### src/rtl/chess_clock_core.sv
// Two-player chess clock timekeeping: turn FSM, one-second prescaler and
// per-player MM:SS countdown with out-of-time flags. All outputs are registered.
module chess_clock_core #(
  parameter int CLK_DIV     = 100000000,
  parameter int DEFAULT_MIN = 5
) (
  input  logic       clk,
  input  logic       rst,
  input  logic       start_pause,
  input  logic       btn_p1,
  input  logic       btn_p2,
  input  logic       load,
  input  logic [4:0] init_min,
  output logic [4:0] min1,
  output logic [5:0] seg1,
  output logic [4:0] min2,
  output logic [5:0] seg2,
  output logic       turn,
  output logic       running,
  output logic       flag1,
  output logic       flag2
);

  localparam int PW = (CLK_DIV > 1) ? $clog2(CLK_DIV) : 1;
  localparam logic [PW-1:0] PRESC_MAX = PW'(CLK_DIV - 1);
  localparam logic [4:0]    DEF_MIN   = 5'(DEFAULT_MIN);

  typedef enum logic [2:0] {
    IDLE   = 3'd0,
    RUN_P1 = 3'd1,
    RUN_P2 = 3'd2,
    PAUSE  = 3'd3,
    FLAG1  = 3'd4,
    FLAG2  = 3'd5
  } state_t;

  state_t        state, state_n;
  logic [PW-1:0] presc, presc_n;
  logic [4:0]    min1_n, min2_n, act_min, dec_min, load_min;
  logic [5:0]    seg1_n, seg2_n, act_seg, dec_seg;
  logic          turn_n, running_n, flag1_n, flag2_n;
  logic          in_run, tick, hit_zero;

  // Datapath: decrement of whichever clock belongs to the running player.
  always_comb begin
    in_run   = (state == RUN_P1) || (state == RUN_P2);
    tick     = in_run && (presc == PRESC_MAX);
    act_min  = (state == RUN_P2) ? min2 : min1;
    act_seg  = (state == RUN_P2) ? seg2 : seg1;
    dec_min  = act_min;
    dec_seg  = act_seg;
    if (act_seg != 6'd0) begin
      dec_seg = act_seg - 6'd1;
    end else if (act_min != 5'd0) begin
      dec_min = act_min - 5'd1;
      dec_seg = 6'd59;
    end
    hit_zero = tick && (dec_min == 5'd0) && (dec_seg == 6'd0);
    load_min = (init_min == 5'd0) ? 5'd1 : init_min;
  end

  always_ff @(posedge clk) begin
    if (!rst) begin
      state   <= IDLE;
      presc   <= '0;
      min1    <= DEF_MIN;
      seg1    <= 6'd0;
      min2    <= DEF_MIN;
      seg2    <= 6'd0;
      turn    <= 1'b0;
      running <= 1'b0;
      flag1   <= 1'b0;
      flag2   <= 1'b0;
    end else begin
      state   <= state_n;
      presc   <= presc_n;
      min1    <= min1_n;
      seg1    <= seg1_n;
      min2    <= min2_n;
      seg2    <= seg2_n;
      turn    <= turn_n;
      running <= running_n;
      flag1   <= flag1_n;
      flag2   <= flag2_n;
    end
  end

  // Priority: flag on tick > load > start_pause > active player's button.
  always_comb begin
    state_n = state;
    presc_n = in_run ? (tick ? '0 : presc + PW'(1)) : '0;
    min1_n  = min1;
    seg1_n  = seg1;
    min2_n  = min2;
    seg2_n  = seg2;
    turn_n  = turn;
    flag1_n = flag1;
    flag2_n = flag2;

    // The tick decrement lands on the outgoing player even if a switch follows.
    if (tick) begin
      if (state == RUN_P2) begin
        min2_n = dec_min;
        seg2_n = dec_seg;
      end else begin
        min1_n = dec_min;
        seg1_n = dec_seg;
      end
    end

    if (hit_zero) begin
      presc_n = '0;
      if (state == RUN_P2) begin
        state_n = FLAG2;
        flag2_n = 1'b1;
      end else begin
        state_n = FLAG1;
        flag1_n = 1'b1;
      end
    end else if (load) begin
      state_n = IDLE;
      presc_n = '0;
      min1_n  = load_min;
      seg1_n  = 6'd0;
      min2_n  = load_min;
      seg2_n  = 6'd0;
      turn_n  = 1'b0;
      flag1_n = 1'b0;
      flag2_n = 1'b0;
    end else if (start_pause) begin
      case (state)
        IDLE: begin
          state_n = RUN_P1;
          turn_n  = 1'b0;
          presc_n = '0;
        end
        RUN_P1, RUN_P2: begin
          state_n = PAUSE;
          presc_n = '0;
        end
        PAUSE: begin
          state_n = turn ? RUN_P2 : RUN_P1;
          presc_n = '0;
        end
        default: state_n = state;
      endcase
    end else if ((state == RUN_P1) && btn_p1) begin
      state_n = RUN_P2;
      turn_n  = 1'b1;
      presc_n = '0;
    end else if ((state == RUN_P2) && btn_p2) begin
      state_n = RUN_P1;
      turn_n  = 1'b0;
      presc_n = '0;
    end

    running_n = (state_n == RUN_P1) || (state_n == RUN_P2);
  end

endmodule
### config.mk
export PLATFORM = sky130hd
export DESIGN_NAME = chess_clock_core
export DESIGN_NICKNAME = d
export VERILOG_FILES = /design/src/rtl/chess_clock_core.sv
export SDC_FILE = /design/constraint.sdc
export NUM_CORES = 1
export LEC_CHECK = 0
export CAP_MARGIN = 0
export CORE_ASPECT_RATIO = 0.7
export CORE_MARGIN = 10
export CORE_UTILIZATION = 35
export DETAILED_ROUTE_END_ITERATION = 8
export PLACE_DENSITY = 0.59
export SLEW_MARGIN = 30
export SYNTH_ARGS = -nofsm -noshare
export SYNTH_HDL_FRONTEND = slang
export SYNTH_SLANG_ARGS = --single-unit
export TNS_END_PERCENT = 100
### constraint.sdc
create_clock -name clk -period 3.94 [get_ports clk]
set_input_delay 0.788 -clock clk [delete_from_list [all_inputs] [get_ports clk]]
set_output_delay 0.788 -clock clk [all_outputs]
set_load 0.01 [all_outputs]
==> results of run 1 <==
[per-stage QoR]
step	hold slack (ps)	util, %	instance area, µm²	instances	total power, mW
floorplan	430	-	3130	364	0.658
global placement	445	42.5	3650	516	0.706
detailed placement	457	42.5	3650	516	0.705
CTS	476	44.4	3810	524	1.20
global route	490	44.5	3820	524	1.24
finish	472	44.5	3820	524	1.19
[flip-flops by register name (all words and copies together), names as in the netlist]
signal,cells
flag1,1
flag2,1
min1,5
min2,5
presc,27
running,1
seg1,6
seg2,6
state,3
turn,1
[layout make-up]
| cell class | count | area, µm² |
|---|---|---|
| Sequential cell | 56 | 1120 |
| Clock inverter | 2 | 35.0 |
| Timing Repair Buffer | 43 | 425 |
| Multi-Input combinational cell | 292 | 1940 |
| Fill cell | 855 | 4760 |
| Tap cell | 120 | 150 |
| Clock buffer | 6 | 129 |
| Inverter | 5 | 18.8 |
[layer usage]
layer | vias to the layer above | global-route usage, % | share of wire [%]
met1 | 1316 | 19.4 | 50
met3 | 5 | 2.91 | 8.0
met2 | 86 | 18.1 | 41
met5 | - | 0 | 0
met4 | 0 | 2.53 | 0.67
li1 | 1395 | - | -
[Yosys cell counts (4+ instances only)]
| cell | instances | area (µm²) |
|---|---|---|
| xnor2_1 | 12 | 105 |
| a21oi_1 | 13 | 65.1 |
| xor2_1 | 18 | 158 |
| nor4_1 | 4 | 25.0 |
| o22ai_1 | 4 | 25.0 |
| clkbuf_1 | 4 | 15.0 |
| nor2_2 | 11 | 68.8 |
| o21ai_0 | 8 | 40.0 |
| o211ai_1 | 6 | 45.0 |
| mux2i_1 | 21 | 210 |
| nand4_1 | 6 | 37.5 |
| and3_1 | 10 | 62.6 |
| buf_2 | 4 | 20.0 |
| nand3_1 | 19 | 95.1 |
| inv_1 | 5 | 18.8 |
| nor3_1 | 12 | 60.1 |
| dfxtp_1 | 56 | 1120 |
| nor2_1 | 52 | 195 |
| nand2_1 | 27 | 101 |
[kinds of logic (layout without fill, tap and decap cells)]
logic type / after synthesis / after routing / share of synthesized area (%)
DFF: 56 / 56 / 35.8
buffers and inverters: 16 / 56 / 2.44
AOI/OAI and AO/OA: 61 / 61 / 14.3
xor gates and xnor gates: 30 / 30 / 8.39
muxes: 23 / 23 / 7.43
adders and majority gates: 2 / 2 / 0.799
and+or+nand+nor: 176 / 176 / 30.8
[power by group]
part           internal, mW  switching (mW)  leakage, nW
Sequential            0.574          0.0156        0.454
Combinational        0.0494          0.0538        0.846
Clock                 0.299           0.198       0.0808
Total                 0.923           0.268         1.38
[final timing paths]
check | from | end | slack (ps) | depth (start not counted)
setup reg to reg | state[2] | min1[2] | 290 | 10
hold / removal | presc[0] | presc[0] | 470 | 1
setup / recovery | state[2] | min1[2] | 290 | 10
hold reg to reg | presc[0] | presc[0] | 470 | 1
[critical path, stage by stage (launching register included)]
cell	delay [ps]
dfxtp_1	410
nor3b_4	360
mux2i_1	330
ha_1	370
or3b_1	440
nor3_1	210
a21boi_1	230
a2111oi_4	400
nand4b_2	310
a31oi_1	340
o21ai_0	120
==> impl_metrics.csv, run 1 <==
group,metric,value,unit
outcome,outcome,"finished, final reports clean",
min_path,hold_class,"flip-flop to flip-flop",
finish,syn2layout_area_growth,22.0,%
timing,finalHoldViolations,0,
routing,dr.pass1.iters,4,
global_route,grt_pass1_vias,2658,
timing,post-route-period-util,92.7,%
synth,synth_area,3130,µm²
finish,fin_nets,416,
synth,ys_seq_elements,56,
global_route,grt_max_degree,28,
clocking,clkTransAtPathRegs,70,ps
place,gp_congestion,0.955,
setup_path,start_kind,"flip-flop",
timing,min_period,3650,ps
setup_path,crit_arrival,3820,ps
finish,final_common_cell,"dfxtp_1",
timing,worst_pin_slew,712,ps
clocking,cts-buffers-inserted,5,
floorplan,die_h,99.1,µm
floorplan,start_util,36.5,%
synth,syn_inst,364,
clocking,cts_sinks,56,
setup_path,critPathMaxFanout,9,
clocking,clock_latency,290,ps
timing,fmax,0.274,GHz
routing,wl_per_cell,16.3,µm
floorplan,dieArea,13200,µm²
timing,setup_viol,0,
timing,slew_headroom,52.5,%
synth,synth_seq_area_share,35.8,%
place,hpwl,6590,µm
run,cap_violations,0,
synth,synth-main-ff-cell,"dfxtp_1",
global_route,grt_pass1_wl,14100,µm
floorplan,rows,28,
routing,drt_wl_total,8550,µm
synth,yosysWarnings,0,
routing,num_vias,2802,
power_and_ir_drop,p_leak,1.38,nW
synth,synth_edf_count,0,
timing,worst_slack,287,ps
finish,final_cell_mix,"dfxtp_1, nor2_1, clkdlybuf4s50_1",
power_and_ir_drop,irDropWorstVdd,0.191,mV
timing,fin_setup_tns,0,ps
synth,syn_nets,377,
clocking,cts_buffer_depth,2,
synth,async_reset_ff_share,0,%
timing,rsz0062_at_grt,"false",
routing,vias_per_cell,5.35,
setup_path,crit_path_end_kind,"flip-flop",
floorplan,boundaryPins,37,
clocking,cts_tree,"done",
routing,antenna_left,0,
setup_path,crit_required,4110,ps
finish,drive_gt1_share,10.4,%
clocking,post_cts_resized,0,
clocking,post-cts-setup-buffer-count,0,
clocking,cts_root_buffer,"clkbuf_16",
finish,diodes,0,
routing,drc,0,
floorplan,die_w,133,µm
clocking,cts_max_level,2,
timing,finalClockSkew,5.08,ps
synth,synthDistinctLibCells,65,
power_and_ir_drop,power.density,312,nW/µm²
global_route,grt_usage,12.9,%
clocking,postCtsHoldBufs,0,
place,port-buffer-count,36,
floorplan,fp.coreArea,8580,µm²
setup_path,crit_type,"flip-flop to flip-flop",
timing,drv_slew,0,
synth,synth.avg_cell_area,8.60,µm²
routing,drt_iter0_markers,254,
global_route,overflow,0,
place,place_ws,276,ps
global_route,antenna_found_initial,0,
No activity file was read; power rests on OpenSTA's default activity.
==> run 2: changes to the inputs <==
--- a/config.mk
+++ b/config.mk
@@ -8,9 +8,9 @@
 export CAP_MARGIN = 0
 export CORE_ASPECT_RATIO = 0.7
 export CORE_MARGIN = 10
-export CORE_UTILIZATION = 35
+export CORE_UTILIZATION = 45
 export DETAILED_ROUTE_END_ITERATION = 8
-export PLACE_DENSITY = 0.59
+export PLACE_DENSITY = 0.71
 export SLEW_MARGIN = 30
 export SYNTH_ARGS = -nofsm -noshare
 export SYNTH_HDL_FRONTEND = slang
==> impl_metrics.csv, run 2 (synthesis results as in run 1) <==
group,metric,value,unit
clocking,cts-buffers-inserted,5,
routing,num_vias,2872,
finish,regArea,1120,µm²
power_and_ir_drop,p_total,1.09,mW
clocking,cts_buffer_depth,2,
timing,slew_headroom,47.9,%
finish,syn2layout_area_growth,19.5,%
setup_path,critPathMaxFanout,11,
floorplan,die_h,89.8,µm
clocking,post_cts_resized,0,
finish,multiInputGateArea,1930,µm²
power_and_ir_drop,irDropWorstVdd,0.186,mV
timing,fin_setup_tns,0,ps
timing,rsz0062_at_grt,"false",
timing,drv_slew,0,
floorplan,rows,25,
clocking,cts_sinks,56,
place,hpwl,6640,µm
clocking,clkTransAtPathRegs,110,ps
run,cap_violations,0,
timing,setup_viol,0,
finish,final_common_cell,"dfxtp_1",
routing,drt_iter0_markers,262,
floorplan,dieArea,10700,µm²
finish,top_register,"presc",
finish,diodes,0,
finish,stdcell_count,501,
setup_path,start_kind,"flip-flop",
routing,drt_wl_total,8730,µm
routing,drc,0,
clocking,post-cts-setup-buffer-count,0,
clocking,cts_tree,"done",
timing,hold_slack,468,ps
global_route,grt_pass1_wl,14200,µm
finish,fill_cells,625,
timing,min_period,3650,ps
setup_path,crit_path_end_kind,"flip-flop",
finish,final_cell_mix,"dfxtp_1, nor2_1, clkdlybuf4s50_1",
routing,dr.pass1.iters,6,
global_route,antenna_found_initial,0,
clocking,postCtsHoldBufs,0,
global_route,grt_pass1_vias,2666,
min_path,hold_class,"flip-flop to flip-flop",
timing,post-route-period-util,92.5,%
routing,wl_per_cell,17.4,µm
global_route,grt_usage,15.9,%
finish,largestRegisters,"presc: 27 flops, seg1: 6 flops, seg2: 6 flops",
setup_path,crit_required,4180,ps
clocking,cts_max_level,2,
finish,finish.utilization,55.4,%
setup_path,r2r_slack,290,ps
timing,finalHoldViolations,0,
floorplan,die_w,120,µm
timing,fmax,0.274,GHz
timing,finalClockSkew,12.7,ps
finish,fin_nets,419,
global_route,grt_max_degree,28,
floorplan,start_util,46.3,%
outcome,outcome,"finished, final reports clean",
global_route,overflow,0,
routing,vias_per_cell,5.73,
place,gp_congestion,0.961,
finish,largest_reg_flops,27,
place,port-buffer-count,36,
finish,drive_gt1_share,11.3,%
place,dp_cells,493,
clocking,cts_root_buffer,"clkbuf_8",
floorplan,boundaryPins,37,
clocking,clock_latency,320,ps
timing,worst_pin_slew,782,ps
floorplan,fp.coreArea,6760,µm²
power_and_ir_drop,p_leak,1.37,nW
routing,antenna_left,0,
setup_path,crit_type,"flip-flop to flip-flop",
setup_path,crit_arrival,3880,ps
power_and_ir_drop,power.density,291,nW/µm²
[run 2: cell count changes in the layout (fill, tap and decap cells not counted), sizes merged]
cell / previous run / this run
buf: 7 / 10
clkbuf: 6 / 5
clkinv: 1 / 0
clkinvlp: 0 / 1
inv: 5 / 6
[run 2: layer usage]
metal	track usage, %	wire length [µm]	vias to the layer above
met5	0	0	-
met4	4.01	117	0
met3	3.56	603	14
met2	22.4	3550	116
met1	23.4	4460	1347
li1	-	-	1395
[run 2: power by group]
part	internal, mW	total, mW	switching [mW]
registers	0.574	0.591	0.0164
clock network	0.192	0.395	0.203
logic	0.0484	0.103	0.0548
total	0.815	1.09	0.274
[run 2: worst paths after layout]
| check | from | end | cells after the start |
|---|---|---|---|
| max reg2reg | state[0] | min1[1] | 12 |
| min | presc[0] | presc[0] | 1 |
| max | state[0] | min1[1] | 12 |
| min reg2reg | presc[0] | presc[0] | 1 |
[run 2: layout make-up]
class	count	share of cell area (%)
Multi-Input combinational cell	292	51.7
Sequential cell	56	30.0
Timing Repair Buffer	46	11.6
Tap cell	94	3.14
Clock buffer	5	1.84
Clock inverter	3	1.24
Inverter	5	0.502
[run 2: critical path, stage by stage (launching register included)]
cell and delay [ps]:
dfxtp_1 390, nor3b_2 330, buf_4 250, nor2_1 50, a21oi_1 120, ha_1 280
nor3b_2 450, o211ai_1 290, mux2_2 390, a21boi_2 220, and4b_4 250, nor2_2 260
mux2i_1 270
[run 2: per-stage QoR]
| step | area (µm²) | setup slack (ps) |
|---|---|---|
| final | 3740 | 294 |
| after CTS | 3740 | 365 |
| after global routing | 3740 | 108 |
| after detailed placement | 3630 | 386 |
| after global placement | 3630 | 466 |
| after floorplan | 3130 | 578 |
==> run 3: changes to the inputs <==
--- a/config.mk
+++ b/config.mk
@@ -6,7 +6,6 @@
 export NUM_CORES = 1
 export LEC_CHECK = 0
 export CAP_MARGIN = 0
-export CORE_ASPECT_RATIO = 0.7
 export CORE_MARGIN = 10
 export CORE_UTILIZATION = 45
 export DETAILED_ROUTE_END_ITERATION = 8
==> impl_metrics.csv, run 3 (synthesis results as in run 1) <==
group,metric,value,unit
outcome,outcome,"finished, final reports clean",
setup_path,slowest_stage,"or4b_1",
routing,drt_wl_total,7940,µm
floorplan,die_h,103,µm
setup_path,crit_chain,"nor3b_2 -> mux2i_1 -> ha_1 -> or4b_1 -> nor4_2 -> o22ai_1 -> a22oi_2 -> nand4b_2 -> a31oi_1 -> o21ai_0",
setup_path,reg2reg_from,"state[1]",
clocking,post-cts-setup-buffer-count,0,
setup_path,critPathMaxFanout,9,
finish,design_area,3700,µm²
place,place_ws,430,ps
global_route,antenna_found_initial,0,
routing,num_vias,2819,
timing,worst_slack,351,ps
min_path,holdPathEnd,"presc[0]",
finish,largest_reg_flops,27,
timing,slew_headroom,61.4,%
setup_path,rr_endpoint,"min1[2]",
place,gp_congestion,0.936,
finish,fin_nets,416,
run,cap_violations,0,
floorplan,dieArea,10700,µm²
finish,syn2layout_area_growth,18.2,%
finish,drive_gt1_share,10.6,%
finish,top_register,"presc",
routing,antenna_left,0,
timing,drv_slew,0,
global_route,grt_busiest_layer,"met2",
timing,post-route-period-util,91.1,%
floorplan,fp.coreArea,6790,µm²
setup_path,reg2reg_depth,10,
routing,vias_per_cell,5.64,
clocking,cts-buffers-inserted,5,
clocking,cts_tree,"done",
global_route,grt_util_met1,18.7,%
clocking,cts_sinks,56,
floorplan,start_util,46.1,%
timing,worst_pin_slew,575,ps
clocking,cts_max_level,2,
timing,finalHoldViolations,0,
timing,rsz0062_at_grt,"false",
timing,fmax,0.279,GHz
timing,setup_viol,0,
timing,min_period,3590,ps
setup_path,critPathTopFamily,"simple AND/OR/NAND/NOR gates",
global_route,grt_usage,15.1,%
floorplan,rows,30,
clocking,cts_root_buffer,"clkbuf_8",
global_route,use_met3,2.66,%
global_route,grt_max_degree,28,
routing,dr.pass1.iters,5,
global_route,grt_pass1_vias,2681,
min_path,hold_class,"flip-flop to flip-flop",
setup_path,crit_required,4140,ps
setup_path,cp_num_buf_inv,0,
floorplan,die_w,103,µm
clocking,clock_latency,320,ps
finish,final_cell_mix,"dfxtp_1, nor2_1, clkdlybuf4s50_1",
floorplan,boundaryPins,37,
finish,largestRegisters,"presc: 27 flops, seg1: 6 flops, seg2: 6 flops",
timing,fin_setup_tns,0,ps
setup_path,r2r_slack,350,ps
setup_path,crit_path_end_kind,"flip-flop",
clocking,clkTransAtPathRegs,110,ps
timing,finalClockSkew,9.09,ps
setup_path,crit_type,"flip-flop to flip-flop",
setup_path,crit_arrival,3790,ps
global_route,met2_usage,25.8,%
global_route,overflow,0,
min_path,min_from,"presc[0]",
routing,drt_iter0_markers,126,
clocking,postCtsHoldBufs,0,
routing,drc,0,
setup_path,start_kind,"flip-flop",
power_and_ir_drop,p_leak,1.34,nW
clocking,cts_buffer_depth,2,
finish,diodes,0,
routing,wl_per_cell,15.9,µm
min_path,holdPathStages,1,
global_route,grt_pass1_wl,13000,µm
power_and_ir_drop,power.density,276,nW/µm²
place,placed_area,3610,µm²
place,hpwl,5970,µm
finish,final_common_cell,"dfxtp_1",
setup_path,max_stage_delay,520,ps
clocking,post_cts_resized,0,
place,port-buffer-count,36,
power_and_ir_drop,irDropWorstVdd,0.217,mV
==> run 3: layout make-up <==
type                            count  area [µm²]
Inverter                            5        18.8
Sequential cell                    56        1120
Multi-Input combinational cell    292        1930
Timing Repair Buffer               43         413
Tap cell                           96         120
Clock buffer                        5        68.8
Clock inverter                      3        26.3
Fill cell                         621        3090
==> run 3: routing by layer <==
metal | up-vias | share of wire, %
met2 | 63 | 48
met3 | 14 | 5.0
li1 | 1395 | -
met4 | 0 | 1.8
met5 | - | 0
met1 | 1347 | 45
==> run 3: worst max-delay path by stage <==
stage,startpoint,end,slack [ps],cells past startpoint
6_report,state[1],min1[2],350,10
5_1_grt,state[1],flag1,70,10
4_1_cts,state[1],min1[2],380,10
3_5_place_dp,state[1],min1[2],430,10
3_3_place_gp,state[1],min1[0],460,10
2_1_floorplan,state[1],min1[2],580,14
==> run 3: power by group <==
part / switching [mW] / internal [mW] / leakage (nW)
combinational: 0.0509 / 0.0477 / 0.841
clock: 0.202 / 0.130 / 0.0423
sequential: 0.0152 / 0.574 / 0.454
total: 0.269 / 0.752 / 1.34
==> run 3: stage by stage <==
stage | power (mW) | utilization [%] | hold slack, ps | cells
finish | 1.02 | 54.5 | 475 | 500
floorplan | 0.658 | - | 430 | 364
CTS | 1.03 | 54.5 | 477 | 500
global route | 1.06 | 54.5 | 518 | 500
global placement | 0.699 | 53.1 | 443 | 492
detailed placement | 0.701 | 53.1 | 452 | 492
==> run 3: worst register-to-register path, delay by kind of cell, from the launching register on <==
family                     cells  cell delay [ps]
muxes                          1              320
and+or+nand+nor                4             1480
DFF                            1              480
adders and majority gates      1              370
AOI/OAI and AO/OA              4              840
